==> src/rtl/buffer_pkg.sv <==
// Shared types for the row-buffer fill/drain controller.
package buffer_pkg;

  // Width of one row buffer word.
  localparam int LANE_W = 16;

  // Per-row buffer command code.
  typedef enum logic [1:0] {
    ST_IDLE  = 2'b00,
    ST_LOAD  = 2'b01,
    ST_DRAIN = 2'b10
  } lane_state_e;

  // Controller phase.
  typedef enum logic [1:0] {
    IDLE,
    FILL,
    DRAIN
  } ctrl_fsm_e;

endpackage

==> src/rtl/buffer_fill_drain_ctrl.sv <==
// Loads a batch of packed words into the per-row buffers, then drains them
// with row i starting i cycles after row 0 to form the diagonal wavefront.
module buffer_fill_drain_ctrl
  import buffer_pkg::*;
#(
  parameter int ARR_SIZE    = 4,
  parameter int QUEUE_DEPTH = 2 * ARR_SIZE,
  parameter int CNT_W       = $clog2(QUEUE_DEPTH) + 1
) (
  input  logic                       clk,
  input  logic                       rst,
  input  logic                       start,
  input  logic [LANE_W*ARR_SIZE-1:0] in_data,
  input  logic                       in_valid,
  input  logic                       in_last,
  output logic                       in_ready,
  output logic [LANE_W*ARR_SIZE-1:0] lane_data,
  output logic [2*ARR_SIZE-1:0]      lane_state,
  output logic [CNT_W-1:0]           batch_count,
  output logic                       busy,
  output logic                       done
);

  // Drain counter must reach QUEUE_DEPTH + ARR_SIZE - 1.
  localparam int DRAIN_W = $clog2(QUEUE_DEPTH + ARR_SIZE) + 1;
  localparam logic [CNT_W-1:0]   DEPTH_C   = CNT_W'(QUEUE_DEPTH);
  localparam logic [DRAIN_W-1:0] SKEW_SPAN = DRAIN_W'(ARR_SIZE - 1);
  localparam logic [1:0]         LOAD_CODE = ST_LOAD;
  localparam logic [1:0]         DRN_CODE  = ST_DRAIN;
  localparam logic [1:0]         IDLE_CODE = ST_IDLE;

  ctrl_fsm_e                  state_reg, state_next;
  logic [CNT_W-1:0]           count_reg, count_next;
  logic [DRAIN_W-1:0]         drain_reg, drain_next;
  logic [2*ARR_SIZE-1:0]      lane_state_reg, lane_state_next;
  logic [LANE_W*ARR_SIZE-1:0] lane_data_reg, lane_data_next;
  logic                       done_reg, done_next;

  logic                       handshake;
  logic [CNT_W-1:0]           count_inc;
  logic                       fill_end;
  logic                       drain_end;
  logic [DRAIN_W-1:0]         words_ext;
  logic [2*ARR_SIZE-1:0]      drain_codes;

  assign in_ready  = (state_reg == FILL) && (count_reg < DEPTH_C);
  assign handshake = in_valid && in_ready;
  assign count_inc = count_reg + 1'b1;
  // Leave FILL on the final accepted word: explicit last, or buffers full.
  assign fill_end  = handshake && (in_last || (count_inc == DEPTH_C));
  assign words_ext = DRAIN_W'(count_reg);
  // Drain spans N + ARR_SIZE - 1 cycles; reaching that count means finished.
  assign drain_end = (drain_reg == (words_ext + SKEW_SPAN));

  // Each lane dequeues while the shared drain counter is inside its window.
  genvar gi;
  generate
    for (gi = 0; gi < ARR_SIZE; gi++) begin : g_skew
      localparam logic [DRAIN_W-1:0] OFFSET = DRAIN_W'(gi);
      logic in_window;
      assign in_window = (drain_reg >= OFFSET) && ((drain_reg - OFFSET) < words_ext);
      assign drain_codes[2*gi+:2] = in_window ? DRN_CODE : IDLE_CODE;
    end
  endgenerate

  // FSM state register.
  always_ff @(posedge clk or posedge rst) begin
    if (rst) state_reg <= IDLE;
    else     state_reg <= state_next;
  end

  // Next-state selection.
  always_comb begin
    state_next = state_reg;
    case (state_reg)
      IDLE:    if (start) state_next = FILL;
      FILL:    if (fill_end) state_next = DRAIN;
      DRAIN:   if (drain_end) state_next = IDLE;
      default: state_next = IDLE;
    endcase
  end

  // Registered output and counter updates for each phase.
  always_comb begin
    count_next      = count_reg;
    drain_next      = drain_reg;
    lane_state_next = '0;
    lane_data_next  = lane_data_reg;
    done_next       = 1'b0;
    case (state_reg)
      IDLE: begin
        if (start) count_next = '0;
      end
      FILL: begin
        drain_next = '0;
        if (handshake) begin
          lane_state_next = {ARR_SIZE{LOAD_CODE}};
          lane_data_next  = in_data;
          count_next      = count_inc;
        end
      end
      DRAIN: begin
        lane_data_next = '0;
        if (drain_end) begin
          done_next = 1'b1;
        end else begin
          lane_state_next = drain_codes;
          drain_next      = drain_reg + 1'b1;
        end
      end
      default: ;
    endcase
  end

  // Datapath registers; reset drops any partial batch.
  always_ff @(posedge clk or posedge rst) begin
    if (rst) begin
      count_reg      <= '0;
      drain_reg      <= '0;
      lane_state_reg <= '0;
      lane_data_reg  <= '0;
      done_reg       <= 1'b0;
    end else begin
      count_reg      <= count_next;
      drain_reg      <= drain_next;
      lane_state_reg <= lane_state_next;
      lane_data_reg  <= lane_data_next;
      done_reg       <= done_next;
    end
  end

  assign lane_state  = lane_state_reg;
  assign lane_data   = lane_data_reg;
  assign batch_count = count_reg;
  assign busy        = (state_reg != IDLE);
  assign done        = done_reg;

endmodule

==> config.mk <==
export PLATFORM = sky130hd
export DESIGN_NAME = buffer_fill_drain_ctrl
export DESIGN_NICKNAME = d
export VERILOG_FILES = /design/src/rtl/buffer_pkg.sv /design/src/rtl/buffer_fill_drain_ctrl.sv
export SDC_FILE = /design/constraint.sdc
export NUM_CORES = 1
export LEC_CHECK = 0
export CORE_UTILIZATION = 47
export DETAILED_ROUTE_END_ITERATION = 7
export PLACE_DENSITY = 0.86
export SLEW_MARGIN = 20
export SYNTH_ARGS = -nofsm -noshare
export SYNTH_HDL_FRONTEND = slang
export SYNTH_SLANG_ARGS = --single-unit
==> constraint.sdc <==
create_clock -name clk -period 4.7 [get_ports clk]
set_input_delay 0.705 -clock clk [delete_from_list [all_inputs] [get_ports clk]]
set_output_delay 0.705 -clock clk [all_outputs]
set_load 0.005 [all_outputs]
; ---- Word level (Yosys, flattened, before mapping)
; Cells that the tools add are included.
[word_totals]
reg_bits = 84
inputBits = 69
output_inout_bits = 79
[classes]
n_addsub = 6
n_lt_le_gt_ge = 9
eq_ne = 9
mux = 20
reduce_logical = 16
[ops]
columns = op, n
row1 = 64-bit one-hot mux with 2 select lines, 1
row2 = 64-bit 2-to-1 mux, 1
row3 = 5-bit by 4-bit < comparator with 1-bit output, 4
row4 = 8-bit one-hot mux with 2 select lines, 1
row5 = 2-bit 2-to-1 mux, 7
row6 = 5-bit by 1-bit greater-or-equal comparator with 1-bit output (second input constant), 2
row7 = 5-bit by 2-bit greater-or-equal comparator with 1-bit output (second input constant), 2
row8 = 2-bit != test (second input constant), 5
row9 = 5-bit one-hot mux with 2 select lines, 1
row10 = 5-bit by 2-bit subtractor with 5-bit output (second input constant), 2
row11 = 4-bit 2-to-1 mux, 2
row12 = 8-bit 2-to-1 mux, 1
row13 = 4-bit one-hot mux with 2 select lines, 1
row14 = 1-bit logical AND, 7
row15 = 7-bit 2-to-1 mux, 1
row16 = 2-bit one-hot mux with 3 select lines, 1
row17 = 3-bit AND reduction, 2
row18 = 2-bit nonzero test, 3
row19 = 4-bit by 2-bit adder with 5-bit output (second input constant), 1
row20 = 5-bit by 1-bit adder with 5-bit output (second input constant), 1
row21 = 5-bit == test, 1
row22 = 5-bit 2-to-1 mux, 1
row23 = 5-bit by 1-bit subtractor with 5-bit output (second input constant), 1
row24 = 4-bit by 1-bit adder with 4-bit output (second input constant), 1
row25 = 8 further kinds, 10

; ---- Logic depth before layout (Yosys ltp)
; Gate-level depths: netlist (run 1).
[logic_depth]
depth_word = 6
mapped_depth = 8
mapped_depth_nobuf = 8

; ---- Worst setup path after synthesis (run 1)
; Ideal clock, no wire load.
[synth_path]
path_kind = register to register
startpoint = register count_reg[1], in the netlist batch_count[1]
endpoint = register state_reg[0]
arrival_time_ps = 2027
required_time_ps = 4572
slack_ps = 2546
stages_incl_launch_ff = 8
path_buffers = 0
cell_sequence = dfrtp_1 -> inv_1 -> ha_1 -> or3b_1 -> a211oi_2 -> o211ai_4 -> a21oi_2 -> mux2_1
[synth_between]
elab_chain_len = 6
[synth_lines]
columns = item, line
row1 = "start, declared", buffer_fill_drain_ctrl.sv:33  ; logic [CNT_W-1:0] count_reg, count_next;
row2 = "start signal, assigned", buffer_fill_drain_ctrl.sv:124  ; count_reg <= count_next;
row3 = 4-bit by 1-bit adder with 4-bit output / 4-bit < comparator (equally long branches), "buffer_fill_drain_ctrl.sv:48, buffer_fill_drain_ctrl.sv:46"
row4 = 4-bit == test / 1-bit logical AND (equally long branches), "buffer_fill_drain_ctrl.sv:50, buffer_fill_drain_ctrl.sv:46"
row5 = 1-bit logical OR / 1-bit logical AND (equally long branches), "buffer_fill_drain_ctrl.sv:50, buffer_fill_drain_ctrl.sv:47"
row6 = 1-bit logical AND, buffer_fill_drain_ctrl.sv:50  ; assign fill_end = handshake && (in_last || (count_inc == DEPTH_C));
row7 = 2-bit != test (no line), --
row8 = 3-bit AND reduction (no line) (*), --
row9 = "end signal, assigned", buffer_fill_drain_ctrl.sv:69  ; else state_reg <= state_next;
row10 = "end, declared", buffer_fill_drain_ctrl.sv:32  ; ctrl_fsm_e state_reg, state_next;
; Every way passes the cells marked *; elsewhere a longest branch is shown, timed or not.
; A chain may end at the register's enable or synchronous reset.

; ---- Worst setup path in the final report (run 1)
[layout_path]
startpoint = register state_reg[1]
endpoint = output port in_ready
[layout_between]
elab_chain_len = 2
[layout_lines]
columns = item, line
row1 = 2-bit by 1-bit == test with 1-bit output, buffer_fill_drain_ctrl.sv:46  ; assign in_ready = (state_reg == FILL) && (count_reg < DEPTH_C);
row2 = 1-bit logical AND, buffer_fill_drain_ctrl.sv:46
row3 = "end, declared", buffer_fill_drain_ctrl.sv:16  ; output logic in_ready,
; No other way between the ends.

==> results.toml, run 1 <==
[power]
p_int_mw = 2.24
p_leak_nw = 2.46
ir_worst_vdd_mv = 0.256
swShare = 0.337
p_per_area_mw_per_mm2 = 607
clkPwrFrac = 0.169
switchingPower_mw = 1.14
share_seq_of_total_power = 0.339
power_frac_comb = 0.492

[worst_setup_path]
r2r-start = "drain_reg[2]"
cp-start-kind = "flip-flop"
r2r_end = "lane_state[7]"
critPathMaxStageDelay_ps = 510
cp-startpoint = "state_reg[1]"
cp-end-kind = "primary output"
crit_family = "buffers and inverters"
cp.required_ps = 3990
cp-endpoint = "in_ready"
worst-path-stages = 5
ff2ff_path_depth = 6
cpMostUsedCell = "inv_1"
r2r_slack_ps = 2300
path_cells = "inv_1, ha_1, nand2_1, inv_1, clkdlybuf4s50_1"
critPathSlowestCell = "clkdlybuf4s50_1"
cp_data_arrival_time_ps = 2090
cp_num_buf_inv = 3
critical_path_class = "flip-flop to primary output"
path_max_fanout = 12

[floorplan]
core_mm2 = 0.00773
num_rows = 32
dieArea_mm2 = 0.00835
die_h_um = 91.4
die_x_um = 91.4
ios = 148
initial_utilization = 0.486

[run_status]
outcome = "finished, final reports clean"

[yosys]
yosys.area.top_type = "dfrtp_1"
synth_top_area_share = 0.540
synth-edff-count = 0
netlist_area_mm2 = 0.00376
syn-num-nets = 405
async_flop_share = 1.00
synthFlopType = "dfrtp_1"
yosys_warnings = 0
yosysUniqueCellTypes = 43
synth_area_leaders = "dfrtp_1, a22o_1, ha_1"
synth_most_common_cell = "dfrtp_1"
yosysSeqAreaShare = 0.540
synth.avg_cell_area_um2 = 12.2
ys_ff_latch = 81
synthCells = 308
synth_common_cells = "dfrtp_1, a22o_1, ha_1"

[route]
ant_nets = 0
drc = 0
vias = 3017
drt_wl_total_um = 9710
drtIter0Drc = 102
wire_per_inst_um = 17.5
first_pass_iters = 4
via_per_inst = 5.43

[placed_design]
dp_cells = 539
hpwl_um = 6900
io_buffer_count = 147
dp_worst_setup_slack_ps = 1870
place_area_mm2 = 0.00529
gp_congestion = 0.869

[job]
cap_violations = 0

[clock_tree]
clock_latency_ps = 350
cts_setup_buffers = 0
cts_buffers = 9
clk_pin_slew_worst_paths_ps = 80
clock-root-buffer = "clkbuf_8"
cts-hold-fix-buffers = 0
cts_tree = "done"
clk_path_buf_depth = 2
clock-sinks = 81
cts-resized-gates = 0
cts_max_level = 3

[min_path]
hold_depth = 1
hp-class = "flip-flop to flip-flop"

[cells_and_area]
area_growth_pct = 47.8
multi_input_area_mm2 = 0.00159
stdcell_count = 556
fin_nets = 546
largest_reg_flops = 64
drive_gt1_frac = 0.0617
diodes = 0
fillers = 521
stdcell_area_mm2 = 0.00555
regArea_mm2 = 0.00203

[global_routing]
grt_usage = 0.235
antenna_found_initial = 0
grt_max_degree = 65
overflow = 0
grt_pass1_vias = 2850
grt_pass1_wl_um = 15300

[timing]
fin_ws_ps = 1910
setup-violations-final = 0
hold_viol = 0
rsz0062_at_grt = "false"
period_minus_slack_ps = 2790
holdWs_ps = 507
fin_crit_sh = 0.594
timing.slew.headroom = 0.506
fmax_ghz = 0.358
clock_skew_ps = 14.0
finalSetupTns_ps = 0
worst_pin_slew_ps = 741
drv_slew = 0
## cell families after synthesis
group	after synthesis	synth area share
compound gates	98	0.221
flops	81	0.540
simple gates	50	0.0703
buf+inv	37	0.0413
fa+ha+maj	28	0.0933
xor+xnor	12	0.0280
mux	2	0.00699
## worst register-to-register path, stage by stage, from the launching register on
cell and delay (ps):
dfrtp_1 670, inv_1 290, ha_1 250, a21oi_1 170, xor2_1 180, ha_1 250
a2111oi_0 440
## stage by stage
step | power [mW] | util
3_5_place_dp | 2.77 | 0.685
5_1_grt | 3.58 | 0.718
2_1_floorplan | 1.97 | -
3_3_place_gp | 2.71 | 0.685
4_1_cts | 3.35 | 0.714
6_report | 3.37 | 0.718
## final cells by class
class	instances	area share
Clock buffer	9	0.0223
Clock inverter	7	0.0185
Inverter	17	0.0119
Multi-Input combinational cell	190	0.286
Sequential cell	81	0.365
Tap cell	102	0.0230
Timing Repair Buffer	150	0.273
## power by group through the flow
stage                     sequential [mW]  clock, mW  combinational (mW)
final                                1.14      0.569                1.66
after global routing                 1.18      0.604                1.80
after CTS                            1.14      0.578                1.63
after detailed placement             1.15          0                1.62
after global placement               1.14          0                1.57
after floorplan                      1.15          0               0.819
## per-layer routing
| layer | vias to the layer above | track usage | share of wire |
|---|---|---|---|
| li1 | 1411 | - | - |
| met1 | 1491 | 0.328 | 0.46 |
| met2 | 104 | 0.371 | 0.48 |
| met3 | 11 | 0.0494 | 0.044 |
| met4 | 0 | 0.0661 | 0.013 |
| met5 | - | 0 | 0 |
## worst min-delay path by stage
stage                  startpoint            end  slack (ps)
floorplan            state_reg[0]   state_reg[0]         490
global placement    lane_data[43]  lane_data[43]         490
detailed placement   lane_data[4]   lane_data[4]         490
CTS                 lane_data[16]  lane_data[16]         510
global route        lane_data[31]  lane_data[31]         530
finish               lane_data[4]   lane_data[4]         510
## cells in the final DEF (no fill, tap or decap), types with 2 or more instances in the layout
| cell type | count |
|---|---|
| o21ai_0 | 9 |
| nand4_1 | 2 |
| nor2_1 | 8 |
| nand2_1 | 15 |
| bufinv_16 | 2 |
| a21oi_1 | 3 |
| o32ai_1 | 2 |
| a22o_1 | 65 |
| a41oi_1 | 2 |
| nand3_1 | 3 |
| inv_1 | 16 |
| o21a_1 | 3 |
| clkbuf_8 | 9 |
| buf_4 | 2 |
| dfrtp_1 | 81 |
| xor2_1 | 4 |
| nor2b_1 | 6 |
| xnor2_1 | 8 |
| ha_1 | 28 |
| nor3_1 | 2 |
| and3_1 | 3 |
| clkdlybuf4s50_1 | 147 |
| clkinv_4 | 2 |
| nand2b_1 | 6 |
Note: power is estimated with default switching activity, not from simulation.
==> inputs of run 2 (changes only) <==
- CORE_UTILIZATION: 47 -> 44
- PLACE_DENSITY: 0.86 -> 0.81
- clock period: 4.7 -> 2.72 ns (I/O delays scaled with it)
==> results.toml, run 2 (same netlist as run 1, synthesis figures left out) <==
[cells_and_area]
final_cell_mix = "clkdlybuf4s50_1, dfrtp_1, a22o_1"
fin_nets = 550
drive_gt1_frac = 0.0699
mostFrequentLayoutCell = "clkdlybuf4s50_1"
fillers = 627
largest_reg_flops = 64
diodes = 0
regArea_mm2 = 0.00203
area_growth_pct = 48.5
stdcell_count = 563
multi_input_area_mm2 = 0.00159
stdcell_area_mm2 = 0.00558

[placed_design]
hpwl_um = 6840
io_buffer_count = 147
gp_congestion = 0.832
place_area_mm2 = 0.00535
dp_cells = 547

[floorplan]
die_x_um = 94.4
ios = 148
dieArea_mm2 = 0.00891
core_mm2 = 0.00826
die_h_um = 94.4
initial_utilization = 0.455
num_rows = 33

[run_status]
outcome = "finished, final reports clean"

[timing]
setup-violations-final = 0
timing.slew.headroom = 0.552
fmax_ghz = 0.425
fin_crit_sh = 0.865
hold_viol = 0
drv_slew = 0
period_minus_slack_ps = 2350
worst_pin_slew_ps = 672
rsz0062_at_grt = "false"
finalSetupTns_ps = 0
clock_skew_ps = 9.64

[power]
p_int_mw = 3.84
clkPwrFrac = 0.176
power_frac_comb = 0.490
ir_worst_vdd_mv = 1.04
switchingPower_mw = 1.96
p_leak_nw = 2.48
swShare = 0.337
total_power_mw = 5.80
share_seq_of_total_power = 0.334
p_per_area_mw_per_mm2 = 1040

[route]
drt_wl_total_um = 9600
drc = 0
via_per_inst = 5.38
first_pass_iters = 6
ant_nets = 0
wire_per_inst_um = 17.0
drtIter0Drc = 106
vias = 3031

[global_routing]
grt_pass1_wl_um = 15100
overflow = 0
grt_pass1_vias = 2943
grt_max_degree = 65
antenna_found_initial = 0
grt_usage = 0.223

[min_path]
hp-class = "input port to asynchronous set/reset pin"

[worst_setup_path]
cp-end-kind = "flip-flop"
cp.required_ps = 2950
path_max_fanout = 10
cp-start-kind = "flip-flop"
critical_path_class = "flip-flop to flip-flop"
ff2ff_path_depth = 7
cp_data_arrival_time_ps = 2580

[job]
cap_violations = 0

[clock_tree]
cts_max_level = 3
cts_tree = "done"
cts-resized-gates = 0
cts_buffers = 9
clk_pin_slew_worst_paths_ps = 100
cts_setup_buffers = 0
cts-hold-fix-buffers = 0
clk_path_buf_depth = 2
clock-root-buffer = "clkbuf_8"
clock_latency_ps = 350
clock-sinks = 81
-- run 2: changes by cell type in the layout (fill, tap and decap cells not counted), sizes merged --
cell / previous run / this run
clkinvlp: 0 / 1
buf: 3 / 7
clkinv: 3 / 1
inv: 19 / 20
-- run 2: power by group through the flow --
stage,clock network (mW),registers (mW),logic [mW]
2_1_floorplan,0,1.98,1.42
3_3_place_gp,0,1.93,2.79
6_report,1.02,1.93,2.84
5_1_grt,1.11,2.00,3.12
4_1_cts,1.05,1.94,2.87
3_5_place_dp,0,1.96,2.86
-- run 2: stage by stage --
| stage | utilization | hold slack [ps] | setup slack [ps] |
|---|---|---|---|
| finish | 0.675 | 427 | 367 |
| global route | 0.675 | 486 | 247 |
| CTS | 0.675 | 439 | 364 |
| detailed placement | 0.647 | 490 | 393 |
| global placement | 0.647 | 487 | 504 |
| floorplan | - | 488 | 232 |
-- run 2: worst max-delay path: stages (launching register included) --
cell and delay, ps:
dfrtp_1 520, inv_1 80, ha_1 260, or3b_1 390, a211oi_2 260, o211ai_4 170, a21oi_2 200, mux2_1 340
-- run 2: routing by layer --
| metal | wire [µm] | GRT usage | up-vias | part of all wire |
|---|---|---|---|---|
| met1 | 4190 | 0.298 | 1483 | 0.44 |
| met2 | 4560 | 0.357 | 116 | 0.48 |
| met4 | 174 | 0.0859 | 0 | 0.018 |
| li1 | - | - | 1416 | - |
| met5 | 0 | 0 | - | 0 |
| met3 | 669 | 0.0427 | 16 | 0.070 |
-- run 2: layout make-up --
type,count,share of cell area
well taps,105,0.0236
inverters,17,0.0117
repair buffers,154,0.275
clock inverters,7,0.0193
flip-flops and latches,81,0.363
clock buffers,9,0.0222
multi-input cells,190,0.284
-- run 2: worst paths after layout --
kind	slack (ps)	startpoint	to
min reg2reg	510	lane_data[17]	lane_data[17]
min in group clk	510	lane_data[17]	lane_data[17]
max in group asynchronous	1640	rst	lane_data[37]
max	370	batch_count[0]	state_reg[0]
min	430	rst	lane_data[25]
max reg2reg	370	batch_count[0]	state_reg[0]
==> inputs of run 3 (changes only) <==
- PLACE_DENSITY: 0.81 -> 0.9
==> results.toml, run 3 (same netlist as run 1, synthesis figures left out) <==
[placed_design]
hpwl_um = 7310
gp_congestion = 0.822
io_buffer_count = 147
place_area_mm2 = 0.00534

[timing]
fmax_ghz = 0.393
period_minus_slack_ps = 2550
drv_slew = 0
fin_crit_sh = 0.936
timing.slew.headroom = 0.451
finalSetupTns_ps = 0
clock_skew_ps = 10.0
setup-violations-final = 0
hold_viol = 0
worst_pin_slew_ps = 821
rsz0062_at_grt = "false"

[cells_and_area]
final_cell_mix = "clkdlybuf4s50_1, dfrtp_1, a22o_1"
diodes = 0
fin_nets = 547
largest_reg_flops = 64
stdcell_area_mm2 = 0.00552
mostFrequentLayoutCell = "clkdlybuf4s50_1"
fillers = 603
area_growth_pct = 47.1
drive_gt1_frac = 0.0637

[worst_setup_path]
critPathMaxStageDelay_ps = 580
ff2ff_path_depth = 7
cp_num_buf_inv = 3
crit_family = "buffers and inverters"
path_cells = "inv_1, ha_1, nand2_1, inv_1, clkdlybuf4s50_1"
cp-end-kind = "primary output"
path_max_fanout = 12
cp_data_arrival_time_ps = 2140
cp.required_ps = 2310
cp-start-kind = "flip-flop"
critical_path_class = "flip-flop to primary output"
worst-path-stages = 5
critPathSlowestCell = "clkdlybuf4s50_1"
cpMostUsedCell = "inv_1"

[global_routing]
grt_max_degree = 65
grtUsageMet3 = 0.0483
use_met1 = 0.291
grt_util_met2 = 0.377
grt_pass1_vias = 2994
overflow = 0
grt_pass1_wl_um = 15400
grt_usage = 0.230
top_usage_layer = "met2"
antenna_found_initial = 0

[clock_tree]
cts-resized-gates = 0
cts_setup_buffers = 0
clock-sinks = 81
clock_latency_ps = 350
clk_pin_slew_worst_paths_ps = 90
cts_max_level = 3
clk_path_buf_depth = 2
cts-hold-fix-buffers = 0
clock-root-buffer = "clkbuf_8"
cts_tree = "done"
cts_buffers = 9

[job]
cap_violations = 0

[power]
p_leak_nw = 2.45
ir_worst_vdd_mv = 0.370
p_per_area_mw_per_mm2 = 1020
total_power_mw = 5.66

[floorplan]
die_x_um = 94.4
core_mm2 = 0.00826
initial_utilization = 0.455
dieArea_mm2 = 0.00891
ios = 148
die_h_um = 94.4
num_rows = 33

[route]
wire_per_inst_um = 18.1
drt_wl_total_um = 10100
drtIter0Drc = 191
via_per_inst = 5.52
ant_nets = 0
first_pass_iters = 4
drc = 0
vias = 3092

[run_status]
outcome = "finished, final reports clean"

[min_path]
hp-class = "input port to asynchronous set/reset pin"
==> run 3: cell types whose count changed in the layout (fill, tap and decap cells not counted), sizes merged <==
| cell | before | now |
|---|---|---|
| buf | 7 | 4 |
| clkbuf | 9 | 10 |
| inv | 20 | 19 |
| clkinv | 1 | 3 |
| bufinv | 2 | 0 |
==> run 3: report_power, final <==
part,switching (mW),total (mW),internal (mW)
Clock,0.480,0.849,0.370
Combinational,1.20,2.83,1.64
Sequential,0.310,1.98,1.66
Total,1.99,5.66,3.67
==> run 3: stage by stage <==
stage	cells	util	hold WS, ps	setup WS [ps]
3_5_place_dp	544	0.646	490	314
3_3_place_gp	544	0.646	486	391
2_1_floorplan	308	-	488	232
5_1_grt	560	0.669	522	11.9
4_1_cts	560	0.669	477	173
6_report	560	0.669	475	174
==> run 3: worst paths after layout <==
| kind | from | endpoint | slack [ps] |
|---|---|---|---|
| min | rst | lane_data[46] | 470 |
| min in group clk | lane_data[7] | lane_data[7] | 510 |
| max | state_reg[1] | in_ready | 170 |
| max in group asynchronous | rst | lane_data[10] | 1590 |
| min reg2reg | lane_data[7] | lane_data[7] | 510 |
| max reg2reg | state_reg[1] | lane_data[4] | 240 |
==> run 3: area by class of cell <==
class	count	area, µm²	share of cell area
Multi-Input combinational cell	190	1590	0.287
Tap cell	105	131	0.0238
Sequential cell	81	2030	0.367
Clock inverter	6	50.0	0.00906
Timing Repair Buffer	151	1530	0.276
Clock buffer	10	138	0.0249
Inverter	17	65.1	0.0118
==> run 3: layer usage <==
metal / wire, µm / vias to the layer above
met5: 0 / -
met1: 4260 / 1543
met2: 4940 / 114
met3: 668 / 19
li1: - / 1416
met4: 265 / 0
==> run 3: worst register-to-register path, delay by kind of cell, from the launching register on <==
family                   cells  cell delay [ps]
buffers and inverters        3              660
adder cells (fa/ha/maj)      1              330
AND/OR/NAND/NOR              1              150
AO/OA/AOI/OAI                2              890
flip-flops                   1              380
